$ cat src/rtl/truth_table_sweeper_pkg.sv
// Shared definitions for the truth-table sweeper.
// Contents: controller state encoding and a constant clog2 helper used
// to size the dwell counter.
package truth_table_sweeper_pkg;

    typedef enum logic [2:0] {
        ST_IDLE    = 3'd0,
        ST_APPLY   = 3'd1,
        ST_HOLD    = 3'd2,
        ST_CAPTURE = 3'd3,
        ST_DONE    = 3'd4
    } state_t;

    // Smallest r with 2**r >= value; evaluated at elaboration time.
    function automatic int clog2_f(input int value);
        int r;
        r = 0;
        for (int i = 0; i < 31; i++) begin
            if ((1 << i) < value) r = i + 1;
        end
        return r;
    endfunction

endpackage

$ cat src/rtl/truth_table_sweeper_lut.sv
// Registered N_IN-input lookup table.
// Ports:
//   clk        system clock
//   reset      asynchronous active-high reset, clears f
//   lut_table  2**N_IN-bit function table, bit k = F(k)
//   vec        input vector selecting the table bit
//   f          registered F(vec), one cycle of latency
module lut_eval #(
    parameter int N_IN = 3
) (
    input  logic                 clk,
    input  logic                 reset,
    input  logic [2**N_IN-1:0]   lut_table,
    input  logic [N_IN-1:0]      vec,
    output logic                 f
);

    always_ff @(posedge clk or posedge reset) begin
        if (reset) begin
            f <= 1'b0;
        end else begin
            f <= lut_table[vec];
        end
    end

endmodule

$ cat src/rtl/truth_table_sweeper.sv
// Programmable Boolean function evaluator with an exhaustive self-sweep.
// Manual mode evaluates the table on manual_in; sweep mode walks every
// input vector, holds it for DWELL cycles, captures F and counts
// disagreements with the expected table.
// Ports:
//   clk, reset       system clock, asynchronous active-high reset
//   start, mode      sweep request (IDLE only) and mode select (1 = sweep)
//   manual_in        live input vector for manual mode
//   truth_table      function table, bit k = F(k)
//   expected         reference table for the sweep comparison
//   vec_out, f_out   vector currently applied and registered F(vec_out)
//   busy, done       sweep in progress / one-cycle end-of-sweep pulse
//   captured         per-vector captured F bits
//   mismatch_count   vectors where captured != expected
//   pass             mismatch_count == 0, valid from done until next start
//
// state   | meaning
// IDLE    | manual evaluation, waiting for a sweep request
// APPLY   | drive the current index onto vec_out, load dwell counter
// HOLD    | let the function settle for DWELL cycles
// CAPTURE | record f_out, compare against expected, advance index
// DONE    | one-cycle done pulse, then back to IDLE
module truth_table_sweeper
    import truth_table_sweeper_pkg::*;
#(
    parameter int N_IN  = 3,
    parameter int DWELL = 10,
    parameter int CNT_W = clog2_f(DWELL + 1)
) (
    input  logic                 clk,
    input  logic                 reset,
    input  logic                 start,
    input  logic                 mode,
    input  logic [N_IN-1:0]      manual_in,
    input  logic [2**N_IN-1:0]   truth_table,
    input  logic [2**N_IN-1:0]   expected,
    output logic [N_IN-1:0]      vec_out,
    output logic                 f_out,
    output logic                 busy,
    output logic                 done,
    output logic [2**N_IN-1:0]   captured,
    output logic [N_IN:0]        mismatch_count,
    output logic                 pass
);

    localparam int              N_VEC    = 2**N_IN;
    localparam logic [N_IN-1:0] LAST_IDX = N_IN'(N_VEC - 1);

    state_t             state;
    logic [N_IN-1:0]    idx;
    logic [CNT_W-1:0]   dwell_cnt;
    logic [N_VEC-1:0]   tt_q;
    logic [N_VEC-1:0]   exp_q;
    logic [N_VEC-1:0]   table_sel;
    logic [N_IN:0]      mm_next;

    // Live table while idle so manual mode tracks the switches; the
    // latched copy during a sweep so table edits cannot disturb it.
    assign table_sel = (state == ST_IDLE) ? truth_table : tt_q;

    assign mm_next = mismatch_count + {{N_IN{1'b0}}, (f_out != exp_q[idx])};

    lut_eval #(
        .N_IN (N_IN)
    ) u_lut (
        .clk       (clk),
        .reset     (reset),
        .lut_table (table_sel),
        .vec       (vec_out),
        .f         (f_out)
    );

    always_ff @(posedge clk or posedge reset) begin
        if (reset) begin
            state          <= ST_IDLE;
            idx            <= '0;
            dwell_cnt      <= '0;
            tt_q           <= '0;
            exp_q          <= '0;
            vec_out        <= '0;
            busy           <= 1'b0;
            done           <= 1'b0;
            captured       <= '0;
            mismatch_count <= '0;
            pass           <= 1'b0;
        end else begin
            done <= 1'b0;
            case (state)
                ST_IDLE: begin
                    vec_out <= manual_in;
                    if (start && mode) begin
                        state          <= ST_APPLY;
                        busy           <= 1'b1;
                        tt_q           <= truth_table;
                        exp_q          <= expected;
                        idx            <= '0;
                        captured       <= '0;
                        mismatch_count <= '0;
                        pass           <= 1'b0;
                    end
                end
                ST_APPLY: begin
                    vec_out   <= idx;
                    dwell_cnt <= CNT_W'(DWELL - 1);
                    state     <= ST_HOLD;
                end
                ST_HOLD: begin
                    if (dwell_cnt == '0) begin
                        state <= ST_CAPTURE;
                    end else begin
                        dwell_cnt <= dwell_cnt - 1'b1;
                    end
                end
                ST_CAPTURE: begin
                    captured[idx]  <= f_out;
                    mismatch_count <= mm_next;
                    if (idx == LAST_IDX) begin
                        state <= ST_DONE;
                        done  <= 1'b1;
                        // Use the count including this last vector so pass
                        // is already valid in the done cycle.
                        pass  <= (mm_next == '0);
                    end else begin
                        idx   <= idx + 1'b1;
                        state <= ST_APPLY;
                    end
                end
                ST_DONE: begin
                    state <= ST_IDLE;
                    busy  <= 1'b0;
                end
                default: begin
                    state <= ST_IDLE;
                    busy  <= 1'b0;
                end
            endcase
        end
    end

endmodule

$ cat config.mk
export PLATFORM = sky130hd
export DESIGN_NAME = truth_table_sweeper
export DESIGN_NICKNAME = d
export VERILOG_FILES = /design/src/rtl/truth_table_sweeper_pkg.sv /design/src/rtl/truth_table_sweeper_lut.sv /design/src/rtl/truth_table_sweeper.sv
export SDC_FILE = /design/constraint.sdc
export NUM_CORES = 1
export LEC_CHECK = 0
export ABC_CLOCK_PERIOD_IN_PS = 2600
export CAP_MARGIN = 20
export CORE_MARGIN = 4
export CORE_UTILIZATION = 52
export DETAILED_ROUTE_END_ITERATION = 12
export PLACE_DENSITY = 0.8
export SYNTH_ARGS = -nofsm -noshare
export SYNTH_HDL_FRONTEND = slang
export SYNTH_SLANG_ARGS = --single-unit
$ cat constraint.sdc
create_clock -name clk -period 2.6 [get_ports clk]
set_input_delay 0.52 -clock clk [delete_from_list [all_inputs] [get_ports clk]]
set_output_delay 0.52 -clock clk [all_outputs]
set_load 0.02 [all_outputs]
==> results.py, run 1 <==
metrics = {
    "die": {
        "top_level_ports": 42,
        "core_mm2": 0.00412,
        "die_area_mm2": 0.00547,
        "rows": 23,
        "die_x_um": 74.0,
        "initial_core_util_pct": 55.0,
        "die_height_um": 74.0,
    },
    "global_routing": {
        "grt_pass1_vias": 1868,
        "grt_max_degree": 46,
        "grt_antenna_before_repair": 0,
        "gr-total-overflow": 0,
        "grt_util_all_layers_pct": 20.1,
        "grt_pass1_wl_mm": 8.43,
    },
    "critical_path": {
        "worst_setup_path_start_kind": "register",
        "crit_buf_inv": 0,
        "cp_common_cell": "ha_1",
        "r2r_slack_ns": 0.22,
        "cpPeakStageDelay_ns": 0.49,
        "startpoint": "idx[0]",
        "rr_worst_depth": 9,
        "path_cells": "nor3b_1 -> a22oi_1 -> and4_1 -> xnor2_1 -> ha_1 -> ha_1 -> nor3_1 -> a31oi_1 -> o41ai_1",
        "crit_family": "simple AND/OR/NAND/NOR gates",
        "crit_arrival_ns": 2.58,
        "crit_slowest_cell": "dfrtp_1",
        "critical_path_class": "reg2reg",
        "crit_required_ns": 2.79,
        "crit-reg2reg-launch": "idx[0]",
        "cp_max_fo": 11,
        "reg2reg_to": "pass",
        "crit_path_end_kind": "register",
    },
    "pwr": {
        "power_w": 0.00322,
        "seq_power_share_pct": 39.9,
        "intPower_w": 0.00189,
        "clockPowerShare_pct": 13.2,
        "power.density_mw_per_mm2": 1150,
        "netSwitchingFraction_pct": 41.5,
        "ir_drop_mv": 0.674,
        "combPwrFrac_pct": 46.9,
        "leakagePower_nw": 1.33,
        "p_switching_w": 0.00134,
    },
    "sta": {
        "hold_viol_final": 0,
        "tightest_slew_ns": 0.611,
        "drv_slew": 0,
        "slew_headroom_pct": 59.2,
        "tns_ns": 0,
        "setup_viol_count_final": 0,
        "clock-skew-final_ns": 0.00678,
        "period_share_pct": 91.7,
        "period_minus_slack_ns": 2.38,
        "max_freq_mhz": 420,
    },
    "synth": {
        "ys_ff_latch": 45,
        "synth_area_leaders": "dfrtp_1, nand2_1, o21ai_0",
        "yosysMostFrequentCell": "nand2_1",
        "syn_area_mm2": 0.00226,
        "synth_top_cell_area_share_pct": 49.8,
        "netlist_instances": 248,
        "synth-seq-area-share_pct": 49.8,
        "syn-num-nets": 276,
        "postSynth.topFlopCell": "dfrtp_1",
        "yosys-top-cells-count": "nand2_1, dfrtp_1, nor2_1",
        "synth_edf_count": 0,
        "yosys.area.top_type": "dfrtp_1",
        "yosysWarnings": 0,
        "yosys.cell_types.count": 37,
        "synthArstFlopShare_pct": 100,
        "syn_area_per_cell_um2": 9.13,
    },
    "detailed_routing": {
        "viasPerCell": 5.54,
        "drt_iter0_drc": 94,
        "drcViolationCount": 0,
        "ant_nets": 0,
        "wl_per_cell_um": 14.6,
        "routed_wl_mm": 4.95,
        "firstDrtPassIters": 4,
        "vias": 1874,
    },
    "clock_network": {
        "cts_max_path_buffers": 2,
        "cts_buffers": 5,
        "htree_num_levels": 2,
        "cts.reportedPaths.clkPinSlew_ns": 0.09,
        "cts_setup_buffers": 0,
        "clock_sinks": 45,
        "clkLatencyLatePin_ns": 0.30,
        "cts_tree": "done",
        "root_buffer": "clkbuf_8",
    },
    "placement": {
        "dpl.cell_count": 330,
        "place_congestion": 0.861,
        "dpl.hpwl_mm": 3.64,
        "port_buffers": 41,
        "placed_cell_area_mm2": 0.00270,
    },
    "cells_and_area": {
        "area_growth_syn_to_layout_pct": 23.4,
        "fin_util_pct": 67.9,
        "final_layout_size_suffix_gt1_share_pct": 5.56,
        "insertedDiodeCount": 0,
        "nets": 315,
        "final_cells": 338,
        "nFillCells": 347,
        "final_area_mm2": 0.00279,
    },
    "flow_run": {
        "cap_viol_max_count": 0,
    },
    "worst_hold_path": {
        "worstHoldStart": "tt_q[3]",
        "min_to": "tt_q[3]",
        "min_path_type": "reg2reg",
        "worstHoldPathCells": 2,
    },
    "status": {
        "status": "completed",
    },
}
metal layers:
layer  routed length, um  vias up  track usage, %
met3                 217        5            3.24
met5                   0        -               0
met1                2230      892            26.7
li1                    -      928               -
met4                  48        0            6.84
met2                2450       49            33.4
worst min-delay path, delay by kind of cell (launching register included):
family | cells | cell delay [ns]
and+or+nand+nor | 2 | 0.10
DFF | 1 | 0.35
worst max path at each step:
stage | endpoint | slack [ns] | cells after the start
global placement | pass | 0.32 | 9
detailed placement | pass | 0.22 | 9
CTS | pass | 0.19 | 9
floorplan | pass | 0.32 | 10
finish | pass | 0.22 | 9
global route | pass | -0.004 | 9
power groups by stage:
stage	sequential, W	combinational, W	clock [W]
after floorplan	0.00129	0.00102	0
after CTS	0.00128	0.00152	0.000435
after detailed placement	0.00129	0.00151	0
after global placement	0.00127	0.00146	0
final	0.00129	0.00151	0.000427
after global routing	0.00133	0.00169	0.000467
state kept, by name, summed over array words and instances (netlist names):
| register | count |
|---|---|
| captured | 8 |
| done | 1 |
| tt_q | 8 |
| busy | 1 |
| state | 3 |
| pass | 1 |
| idx | 3 |
| vec_out | 3 |
| mismatch_count | 4 |
| exp_q | 8 |
| u_lut.f | 1 |
| dwell_cnt | 4 |
layout make-up:
class	instances	area, um^2	area share [%]
Clock inverter	2	15.0	0.538
Inverter	8	30.0	1.08
Timing Repair Buffer	45	440	15.8
Multi-Input combinational cell	182	1040	37.4
Clock buffer	6	72.6	2.60
Sequential cell	45	1130	40.4
Tap cell	50	62.6	2.24
per-stage QoR:
stage          hold WS, ns  setup slack, ns
3_5_place_dp         0.466            0.221
6_report             0.481            0.216
4_1_cts              0.488            0.190
3_3_place_gp         0.453            0.317
2_1_floorplan        0.438            0.324
5_1_grt              0.517         -0.00352
cells in the final DEF (no fill, tap or decap), types with 2 or more instances in the layout:
cell and count:
a22o_1 2, nor3b_1 3, nand3_1 10, nand2_1 67, xor2_1 2, nor3_1 4, dfrtp_1 44, and3b_1 5
a31oi_1 2, nor2_1 18, clkinvlp_4 2, and3_1 3, o21ai_0 17, mux2i_1 6, o41ai_1 2, nand2b_1 2
and2_1 3, a22oi_1 5, clkbuf_8 5, a21oi_1 8, o22ai_1 3, clkdlybuf4s50_1 41, inv_1 7, nor2b_1 2
xnor2_1 2, ha_1 5, buf_4 4
cells by family (layout without fill, tap and decap cells):
| group | after synthesis | count (layout) | share of synthesized area (%) |
|---|---|---|---|
| AOI/OAI and AO/OA | 42 | 42 | 11.3 |
| xor gates and xnor gates | 4 | 4 | 1.55 |
| adders and majority gates | 5 | 5 | 2.76 |
| buffers and inverters | 21 | 61 | 4.31 |
| DFF | 45 | 45 | 49.8 |
| muxes | 9 | 9 | 5.31 |
| and+or+nand+nor | 122 | 122 | 25.0 |
timing repair:
| action | 4_1_cts | 5_1_grt |
|---|---|---|
| hold buffers | 0 | 0 |
| setup endpoints to repair | 0 | 1 |
| gates resized for setup | 0 | 2 |
No activity file was read; power rests on OpenSTA's default activity.
==> inputs of run 2 (changes only) <==
Settings changed: SLEW_MARGIN set to 20.
==> results of run 2 <==
Final layout, timing and power as in run 1 (identical DEF).
==> inputs of run 3 (changes only) <==
Settings changed: CTS_CLUSTER_DIAMETER set to 80.
==> results of run 3 <==
Final layout, timing and power as in run 1 (identical DEF).
